$ cat src/rtl/pin_ctrl_pkg.sv
// Shared definitions for the pin toggle control path: FSM encoding, default
// widths and elaboration-time helpers.
package pin_ctrl_pkg;

  typedef enum logic [1:0] {
    IDLE  = 2'd0,
    PULSE = 2'd1,
    GAP   = 2'd2
  } state_t;

  localparam int DEFAULT_PIN_W = 64;

  function automatic int clog2_f(input int v);
    int r;
    r = 0;
    for (int i = 0; i < 31; i++) begin
      if ((1 << i) < v) r = i + 1;
    end
    return r;
  endfunction

  function automatic int max_f(input int a, input int b);
    return (a > b) ? a : b;
  endfunction

endpackage

$ cat src/rtl/rr_arbiter.sv
// Combinational round-robin arbiter: searches req starting one past pointer
// and returns the first set bit as a one-hot grant plus its index.
module rr_arbiter
  import pin_ctrl_pkg::*;
#(
  parameter int NUM_REQ = 4,
  localparam int IDX_W  = clog2_f(NUM_REQ)
) (
  input  logic [NUM_REQ-1:0] req,
  input  logic [IDX_W-1:0]   pointer,
  output logic [NUM_REQ-1:0] grant,
  output logic [IDX_W-1:0]   grant_idx
);

  logic             found;
  logic [IDX_W-1:0] cand;

  always_comb begin
    grant     = '0;
    grant_idx = '0;
    found     = 1'b0;
    cand      = '0;
    for (int k = 1; k <= NUM_REQ; k++) begin
      cand = IDX_W'((int'(pointer) + k) % NUM_REQ);
      if (!found && req[cand]) begin
        found       = 1'b1;
        grant[cand] = 1'b1;
        grant_idx   = cand;
      end
    end
  end

endmodule

$ cat src/rtl/pin_toggle_scheduler.sv
// Round-robin sharing of the pin toggle port: every accepted nonzero request
// becomes one clean enable pulse followed by a guaranteed low gap.
module pin_toggle_scheduler
  import pin_ctrl_pkg::*;
#(
  parameter int NUM_REQ = 4,
  parameter int PIN_W   = DEFAULT_PIN_W,
  parameter int PULSE_W = 1,
  parameter int MIN_GAP = 2,
  parameter int CNT_W   = 16,
  localparam int IDX_W  = clog2_f(NUM_REQ)
) (
  input  logic                     clk,
  input  logic                     rst,
  input  logic [NUM_REQ-1:0]       req_valid,
  input  logic [NUM_REQ*PIN_W-1:0] req_mask,
  output logic [NUM_REQ-1:0]       req_ready,
  output logic [PIN_W-1:0]         toggle_mask,
  output logic                     toggle_enable,
  output logic [IDX_W-1:0]         grant_id,
  output logic                     busy,
  output logic [CNT_W-1:0]         toggle_count
);

  localparam int TMR_W = clog2_f(max_f(PULSE_W, MIN_GAP) + 1);

  state_t             state;
  logic [TMR_W-1:0]   tmr;
  logic [IDX_W-1:0]   ptr;
  logic [NUM_REQ-1:0] arb_grant;
  logic [IDX_W-1:0]   arb_idx;
  logic [PIN_W-1:0]   sel_mask;
  logic               handshake;

  rr_arbiter #(
    .NUM_REQ(NUM_REQ)
  ) u_arb (
    .req       (req_valid),
    .pointer   (ptr),
    .grant     (arb_grant),
    .grant_idx (arb_idx)
  );

  // Grant is one-hot, so OR-ing the gated lanes selects the winner's mask.
  always_comb begin
    sel_mask = '0;
    for (int i = 0; i < NUM_REQ; i++) begin
      if (arb_grant[i]) sel_mask = sel_mask | req_mask[i*PIN_W +: PIN_W];
    end
  end

  assign req_ready = (state == IDLE) ? arb_grant : '0;
  assign handshake = (state == IDLE) && (|arb_grant);
  assign busy      = (state != IDLE);

  always_ff @(posedge clk or posedge rst) begin
    if (rst) begin
      state         <= IDLE;
      tmr           <= '0;
      ptr           <= IDX_W'(NUM_REQ - 1);
      toggle_mask   <= '0;
      toggle_enable <= 1'b0;
      grant_id      <= '0;
      toggle_count  <= '0;
    end else begin
      case (state)
        IDLE: begin
          if (handshake) begin
            grant_id <= arb_idx;
            ptr      <= arb_idx;
            // A zero mask is consumed without disturbing the pin port.
            if (|sel_mask) begin
              toggle_mask   <= sel_mask;
              toggle_enable <= 1'b1;
              toggle_count  <= toggle_count + CNT_W'(1);
              tmr           <= TMR_W'(PULSE_W - 1);
              state         <= PULSE;
            end
          end
        end
        PULSE: begin
          if (tmr == '0) begin
            toggle_enable <= 1'b0;
            tmr           <= TMR_W'(MIN_GAP - 1);
            state         <= GAP;
          end else begin
            tmr <= tmr - TMR_W'(1);
          end
        end
        GAP: begin
          if (tmr == '0) state <= IDLE;
          else           tmr   <= tmr - TMR_W'(1);
        end
        default: begin
          toggle_enable <= 1'b0;
          state         <= IDLE;
        end
      endcase
    end
  end

endmodule
$ cat config.mk
export PLATFORM = sky130hd
export DESIGN_NAME = pin_toggle_scheduler
export DESIGN_NICKNAME = d
export VERILOG_FILES = /design/src/rtl/pin_ctrl_pkg.sv /design/src/rtl/rr_arbiter.sv /design/src/rtl/pin_toggle_scheduler.sv
export SDC_FILE = /design/constraint.sdc
export NUM_CORES = 1
export LEC_CHECK = 0
export CAP_MARGIN = 40
export CORE_AREA = 2 2 136 138
export CTS_BUF_LIST = sky130_fd_sc_hd__clkbuf_4 sky130_fd_sc_hd__clkbuf_8 sky130_fd_sc_hd__clkbuf_16
export CTS_CLUSTER_SIZE = 28
export DETAILED_ROUTE_END_ITERATION = 10
export DIE_AREA = 0 0 138 140
export GPL_ROUTABILITY_DRIVEN = 0
export HOLD_SLACK_MARGIN = 0.05
export PLACE_DENSITY = 0.95
export SETUP_SLACK_MARGIN = 0.02
export SYNTH_ARGS = -nofsm -noshare
export SYNTH_HDL_FRONTEND = slang
export SYNTH_SLANG_ARGS = --single-unit
$ cat constraint.sdc
create_clock -name clk -period 8.1 [get_ports clk]
set_input_delay 0.81 -clock clk [delete_from_list [all_inputs] [get_ports clk]]
set_output_delay 0.81 -clock clk [all_outputs]
set_load 0.005 [all_outputs]
After elaboration in Yosys (flattened, before gate mapping). Index checks and enable logic that the tools add are counted. Widths: inputs -> output; s select.

Eq/ne operators: 7. Bitwise gates (word level): 7. Muxes and demuxes: 46. Add/subtract/negate cells: 6. Magnitude comparators: 8. Reduce and logical (&&, ||, !) cells: 22.

Operators with widths (count): $mux 64 (4); $or 64x64->64 (3); $reduce_or 64->1 (1); $mux 2 (12); $mux 4 (5); $add 16x1->16 const B (1); $mux 1 (14); $lt 2x3->1 const B (4); $or 4x4->4 (3); $pmux 2 s3 (2); $reduce_and 4->1 (3); $bmux 1 s2 (4); $demux 1 s2 (4); $ge 2x1->1 const B (4); $logic_and 1x1->1 (8); $ne 2x2->1 const B (4); $add 2x1->2 const B (2); $add 2x2->2 const B (2); $logic_not 2->1 (2); $reduce_or 4->1 (1); $logic_not 1->1 (3); $pmux 1 s3 (1); $reduce_and 3->1 (1); $reduce_bool 3->1 (1); 7 further kinds (7).

Output and inout port bits: 88. Logic and storage cells: 103. Register bits after elaboration: 89.

Longest topological paths before layout. Gate-level depths: netlist of the first run.

Depth in word-level cells: 24. Mapped depth: 18. Gate-level depth less buffers: 12.

Modules after synthesis. A second synthesis of the first run with hierarchy kept.

Cells, all modules: 563. Area, all modules: 5811.8 µm².

By module, submodules not included: pin_toggle_scheduler (times used 1, cells an instance 504, sequential area each 2229.6 µm², area each 5321.4 µm²); rr_arbiter (times used 1, cells an instance 59, sequential area each 0.0 µm², area each 490.5 µm²).

Least setup slack after synthesis of the first run. No wires, ideal clock.

Path type: register to register. Start point: register ptr[0]. End point: register toggle_mask[10]. Cell stages (with the launch flop): 18. Period minus slack after synthesis: 4.139 ns. Slack: 3.961 ns. Path buffers: 5. Arrival time: 4.014 ns. Required time: 7.975 ns. Library setup time: 0.125 ns. Cells stage by stage: dfstp_2 > buf_2 > clkinv_1 > ha_1 > mux4_2 > a31oi_1 > o221ai_1 > buf_2 > buf_2 > a32oi_1 > nand4b_1 > nor4_1 > nand4_1 > nor4_2 > nor2_1 > buf_6 > buf_6 > mux2_4.

Cells in the longest elaborated chain, start to end: 22. Elaborated cells between the ends (all ways): 59. Classes of those cells: add/sub: 4; order compare: 8; mux: 27; bitwise: 6; reduce/logical: 14.

Ends and longest elaborated chain: start: declaration (RTL line pin_toggle_scheduler.sv:29) `logic [IDX_W-1:0] ptr;`; start signal: assignment (RTL line pin_toggle_scheduler.sv:60) `ptr <= IDX_W'(NUM_REQ - 1);`; start signal: assignment (RTL line pin_toggle_scheduler.sv:70) `ptr <= arb_idx;`; parallel branches: the longest is 12 deep, another holds $lt 2x3->1; $mux 4 * (RTL line rr_arbiter.sv:25) `if (!found && req[cand]) begin`; $mux 64 (RTL line pin_toggle_scheduler.sv:48) `if (arb_grant[i]) sel_mask = sel_mask | req_mask[i*PIN_W +: PIN_W];`; $or 64x64->64 (RTL line pin_toggle_scheduler.sv:48); $mux 64 (RTL line pin_toggle_scheduler.sv:48); $or 64x64->64 (RTL line pin_toggle_scheduler.sv:48); $mux 64 (RTL line pin_toggle_scheduler.sv:48); $or 64x64->64 (RTL line pin_toggle_scheduler.sv:48); $mux 64 (RTL line pin_toggle_scheduler.sv:48); $reduce_or 64->1 (RTL line pin_toggle_scheduler.sv:72) `if (|sel_mask) begin`; $reduce_and 3->1 (no source line); end signal: assignment (RTL line pin_toggle_scheduler.sv:73) `toggle_mask <= sel_mask;`; end: declaration (RTL line pin_toggle_scheduler.sv:18) `output logic [PIN_W-1:0] toggle_mask,`.

Mark *: on every way between the ends. The select of a mux whose other input is x is not followed. A chain may end at the register's enable or synchronous reset.

Worst setup path after layout of the first run.
Start point: register ptr[0]. End point: register toggle_mask[27].

Same word-level chain as after synthesis.

==> metrics.txt, run 1 <==
run status finished clean; dpl ws approximately 2.0 ns; clk_lat worst skew approximately 0.34 ns; top cells by area, synth dfrtp_1, a22oi_1, nand3_1; Sink Count 89; Final Hold Fails 0; Clk network pwr share under 10%; net count after synthesis around 1300; Final setup viols 0; critical path capture point type register; chip width about 140 um; Final Critical Period about 6.3 ns; GR Overflow Total 0; count leader, synth a22oi_1; sequential-to-total area share from yosys stat 26.6%; port bufs 349; clock slew at reported path FFs 0.07 ns; sw frac 49.9%; Initial DRC Count about 1400; HP Class register to register; worst r2r src ptr[0]; most frequent cells after synthesis a22oi_1, nand3_1, dfrtp_1; # IOs between 300 and 400; number of remaining DRC errors 0; post-synth top area share about a quarter; yosys warns 0; Cell Pwr Density around 480 nW/um2; crit-path cells clkinv_1 > ha_1 > mux4_2 > a31oi_1 > o221ai_4 > buf_16 > buf_4 > a32oi_1 > nand4b_1 > nor4_1 > nand4_1 > nor4_4 > buf_4 > nor2_4 > buf_4 > mux2_4; max_slew headroom between 30% and 40%; CTS tree built; Initial Util 47.1%; antenna violations before repair 0; cell area after layout about 13000 um2; DIE AREA a little under 20000 um2; Fmax achieved approximately 0.16 GHz; R2R Setup Slk around 1.8 ns; crit share post-route around 78%; vias per cell slightly above 7; Tightest Pin Transition between 0.9 and 1 ns; CTS H-tree lvls 3; CP Max Fanout 40; async set-reset flop share out of synthesis between 90% and 100%; RSZ-0062 raised after global routing no; detailed-route via count between 10000 and 15000; Area growth, synth to finish 49.1%; CP startpoint kind register; Final WS setup around 1.8 ns; P_leak 4.69 nW; total of fill cells in the finished design between 1000 and 1500; Placed Cells incl. Taps between 1000 and 1500; Main synth FF type dfrtp_1; CP Depth 16; peak supply drop between 300 and 400 uV; Worst path most repeated cell buf_4; net switching power ~3.0 mW; register bit total from synthesis just under 90; combinational share of power a little under 80%; cell area after placement ~12000 um2; cts-stage hold buffer count 0; Post-synth EDFFs 0; Worst Skew between 0.01 and 0.015 ns; fin cells 1491; wire length after detailed routing between 30 and 40 mm; sequential cell area 2230 um2; root buffer cell clkbuf_16; reg-to-reg endpoint toggle_mask[27]; final net count roughly 1500; Pins Over Slew Limit 0; Inserted Diodes 0; drt first pass iters 6; Post-DP HPWL 27.4 mm; gr usage total a little under two fifths; WP data arrival between 6 and 7 ns; Crit path largest cell delay 0.70 ns; layout cells sized above 1 approximately a tenth; Min-Delay Endpoint toggle_count[15]; Netlist Area Pre-Place roughly 8400 um2; post-layout util a little over two thirds; CP max stage cell dfstp_2; multi-input logic area 5720 um2; Final ANT Viol Nets 0; Reg power frac between 10 and 15%; cells on worst reg2reg path 16; CP bufs+invs 5; setup bufs post-CTS 0; vias in the first global route just over 10000; row count 49; CP Class register to register; first-pass GRT wire length 57.9 mm; WP data required between 8 and 9 ns; Die H 140 um; Synth area leader dfrtp_1; Synth Area per Inst around 8.6 um2; P_int around 3.0 mW; CP top delay family buffers and inverters; Resized Gates After CTS 0; WL/cell between 20 and 30 um; Setup TNS 0 ns; start point of the worst hold path toggle_count[15]; deepest clock path buffer count 2; Max Cap Viol 0; CTS Buf Count 9; Netlist cell types 49; largest net degree at the start of global routing 50; synthesized netlist cell count 978; worst hold path cell count 1; Core ar. about 18000 um2
==> worst max-delay path by stage <==
stage                 start              end
2_1_floorplan        ptr[0]  toggle_mask[10]
3_3_place_gp   req_valid[1]   toggle_mask[1]
3_5_place_dp         ptr[0]  toggle_mask[27]
4_1_cts              ptr[0]   toggle_mask[9]
5_1_grt              ptr[0]  toggle_mask[27]
6_report             ptr[0]  toggle_mask[27]
==> cells by family after synthesis <==
logic type / Yosys count / share of synthesized area (%)
buffers and inverters: 123 / 6.64
AO/OA/AOI/OAI: 299 / 25.5
adder cells (fa/ha/maj): 13 / 1.94
flip-flops: 89 / 26.6
multiplexers: 74 / 11.8
XOR/XNOR: 15 / 1.57
AND/OR/NAND/NOR: 365 / 26.0
==> power groups by stage <==
stage / registers [mW] / clock network, mW / logic [mW]
after global routing: 0.874 / 0.488 / 4.93
after global placement: 0.850 / 0 / 4.20
after CTS: 0.851 / 0.471 / 4.56
after detailed placement: 0.853 / 0 / 4.55
after floorplan: 0.803 / 0 / 2.91
final: 0.860 / 0.468 / 4.70
==> area by class of cell <==
| class | instances | share of cell area (%) |
|---|---|---|
| flip-flops and latches | 89 | 17.8 |
| repair buffers | 375 | 31.0 |
| inverters | 16 | 0.500 |
| clock buffers | 10 | 1.86 |
| clock inverters | 6 | 0.781 |
| well taps | 229 | 2.29 |
| multi-input cells | 766 | 45.7 |
==> layer usage <==
metal | vias to the layer above | part of all wire (%) | track usage, % | wire (um)
met4 | 0 | 5.6 | 16.1 | 2140
li1 | 4408 | - | - | -
met2 | 1045 | 46 | 60.7 | 17400
met1 | 4926 | 36 | 46.7 | 13600
met5 | - | 0 | 0 | 0
met3 | 211 | 13 | 8.44 | 4810
==> state kept, by name, summed over array words and instances (netlist names) <==
| name | cells |
|---|---|
| toggle_mask | 64 |
| toggle_count | 16 |
| tmr | 2 |
| state | 2 |
| toggle_enable | 1 |
| grant_id | 2 |
| ptr | 2 |
==> per-stage QoR <==
stage / power (mW) / hold WS [ns]
final: 6.02 / 0.466
after global routing: 6.29 / 0.483
after CTS: 5.89 / 0.469
after detailed placement: 5.41 / 0.458
after global placement: 5.05 / 0.459
after floorplan: 3.71 / 0.465
==> layout by cell type (no fill, tap or decap), types with 5 or more instances in the layout <==
cell type,Yosys,final
a21oi_1,75,75
a22oi_1,133,133
a32oi_1,64,64
and2_1,70,70
buf_16,0,8
buf_4,0,15
clkbuf_16,0,9
clkdlybuf4s50_1,0,349
dfrtp_1,87,87
ha_1,13,9
inv_1,15,14
mux2_2,30,30
mux2_4,40,40
nand2_1,26,24
nand3_1,131,131
nand4_1,7,7
nand4b_1,64,64
nor2_1,19,18
nor3_1,6,6
nor4_1,21,21
o21ai_0,5,5
xor2_1,15,15
==> worst reg2reg max path: cells and delay by family (launching register included) <==
kind | cells | cell delay, ns
AO/OA/AOI/OAI | 3 | 0.90
flip-flops | 1 | 0.70
buffers and inverters | 5 | 1.56
multiplexers | 2 | 0.91
adder cells (fa/ha/maj) | 1 | 0.67
AND/OR/NAND/NOR | 5 | 1.45
(Power assumes the default switching activity.)
==> inputs of run 2 (changes only) <==
--- a/config.mk
+++ b/config.mk
@@ -6,14 +6,14 @@
 export NUM_CORES = 1
 export LEC_CHECK = 0
 export CAP_MARGIN = 40
-export CORE_AREA = 2 2 136 138
+export CORE_ASPECT_RATIO = 1.5
+export CORE_UTILIZATION = 40
 export CTS_BUF_LIST = sky130_fd_sc_hd__clkbuf_4 sky130_fd_sc_hd__clkbuf_8 sky130_fd_sc_hd__clkbuf_16
 export CTS_CLUSTER_SIZE = 28
 export DETAILED_ROUTE_END_ITERATION = 10
-export DIE_AREA = 0 0 138 140
 export GPL_ROUTABILITY_DRIVEN = 0
 export HOLD_SLACK_MARGIN = 0.05
-export PLACE_DENSITY = 0.95
+export PLACE_DENSITY = 0.9
 export SETUP_SLACK_MARGIN = 0.02
 export SYNTH_ARGS = -nofsm -noshare
 export SYNTH_HDL_FRONTEND = slang
==> constraint.sdc (replaced) <==
create_clock -name clk -period 5.56 [get_ports clk]
set_input_delay 0.556 -clock clk [delete_from_list [all_inputs] [get_ports clk]]
set_output_delay 0.556 -clock clk [all_outputs]
set_load 0.005 [all_outputs]
==> metrics.txt, run 2 (synthesis results as in run 1) <==
Setup TNS 0 ns; Most flops, register toggle_mask; biggest regs toggle_mask: 64 flops, toggle_count: 16 flops; total of fill cells in the finished design about 1800; CTS tree built; critical path capture point type register; first-pass GRT wire length ~57 mm; peak supply drop between 300 and 400 uV; drt first pass iters 8; Worst Skew 0.00821 ns; Tightest Pin Transition a little under 0.9 ns; most common cell after layout, fill and taps aside clkdlybuf4s50_1; worst hold path cell count 1; DIE AREA between 20000 and 25000 um2; Clk network pwr share 7.4%; largest net degree at the start of global routing slightly below 70; Pins Over Slew Limit 0; wire length after detailed routing 37.8 mm; Final ANT Viol Nets 0; cell area after layout between 10000 and 15000 um2; clk_lat worst skew 0.34 ns; Die H ~180 um; final net count between 1500 and 2000; run status finished clean; commonest cells after routing, fill and taps aside clkdlybuf4s50_1, a22oi_1, nand3_1, dfrtp_1, a21oi_1; deepest clock path buffer count 2; cts-stage hold buffer count 0; antenna violations before repair 0; clock slew at reported path FFs 0.07 ns; P_int 4.29 mW; Final Hold Fails 0; WP data required 5.78 ns; row count 64; gr usage total between 30% and 40%; CP Max Fanout 66; CP startpoint kind register; vias per cell about 6.8; cell area after placement between 10000 and 15000 um2; Final setup viols 0; max_slew headroom 40.7%; Fmax achieved about 0.19 GHz; P_leak ~4.7 nW; # IOs 350; Cell Pwr Density just under 700 nW/um2; GR Overflow Total 0; chip width between 100 and 150 um; Initial DRC Count 1383; cells on worst reg2reg path 14; multi-input logic area 5730 um2; Max Cap Viol 0; Inserted Diodes 0; CTS Buf Count 9; sw frac between 50% and 60%; Core ar. 20500 um2; HP Class register to register; layout cells sized above 1 11.3%; CP Class register to register; Area growth, synth to finish 49.0%; sequential cell area about 2200 um2; Final Critical Period 5.27 ns; RSZ-0062 raised after global routing no; crit share post-route between 90% and 100%; Sink Count 89; vias in the first global route 9888; detailed-route via count between 10000 and 15000; Post-DP HPWL roughly 27 mm; CTS H-tree lvls 3; number of remaining DRC errors 0; root buffer cell clkbuf_16; WL/cell ~25 um; combinational share of power 78.5%; Initial Util between 40% and 50%; net switching power around 4.4 mW; WP data arrival roughly 5.5 ns; Largest register FFs 64; Reg power frac roughly 14%; port bufs between 300 and 400
-- run 2: worst max-delay path, stage by stage (launching register included) --
cell and delay (ns):
dfstp_2 0.73, clkinvlp_4 0.28, ha_1 0.36, mux4_2 0.42
a31oi_1 0.30, o221ai_4 0.15, buf_4 0.29, a32oi_1 0.47
nand4b_1 0.34, nor4_2 0.42, nand4_1 0.20, nor4_4 0.41
nor2_4 0.08, buf_12 0.21, mux2_4 0.37
-- run 2: area by class of cell --
class / instances / share of cell area, %
multi-input cells: 766 / 45.9
repair buffers: 381 / 30.7
flip-flops and latches: 89 / 17.9
well taps: 264 / 2.64
clock buffers: 10 / 1.86
clock inverters: 6 / 0.601
inverters: 16 / 0.531
-- run 2: repair_timing --
item,CTS,global route
resized for setup,0,3
setup endpoints to repair,0,85
setup buffers,0,0
-- run 2: path summary, 6_finish.rpt --
check                                    to  slack (ns)             start
min in group asynchronous   toggle_mask[16]        0.54               rst
min                        toggle_count[15]        0.48  toggle_count[15]
min reg2reg                toggle_count[15]        0.48  toggle_count[15]
max reg2reg                 toggle_mask[25]        0.29            ptr[0]
max                         toggle_mask[25]        0.29            ptr[0]
max in group asynchronous  toggle_count[15]        3.84               rst
-- run 2: power by group through the flow --
stage	combinational (mW)	sequential, mW	clock (mW)
finish	6.81	1.22	0.643
global route	7.17	1.25	0.678
CTS	6.65	1.21	0.652
detailed placement	6.64	1.21	0
global placement	6.46	1.21	0
floorplan	4.24	1.17	0
-- run 2: metal layers --
layer	global-route usage (%)	vias to the layer above	share of wire, %
met2	57.1	915	48
li1	-	4405	-
met1	40.3	4894	36
met4	18.4	0	5.9
met3	6.65	186	10
met5	0	-	0
-- run 2: per-stage QoR --
stage | power, mW | worst slack [ns] | hold slack, ns | util (%) | cells
3_3_place_gp | 7.67 | 0.357 | 0.466 | 59.2 | 1515
2_1_floorplan | 5.41 | 1.42 | 0.465 | - | 978
4_1_cts | 8.51 | 0.256 | 0.478 | 60.9 | 1532
3_5_place_dp | 7.85 | 0.283 | 0.457 | 59.4 | 1516
6_report | 8.67 | 0.285 | 0.477 | 60.9 | 1532
5_1_grt | 9.10 | 0.0967 | 0.496 | 60.9 | 1532
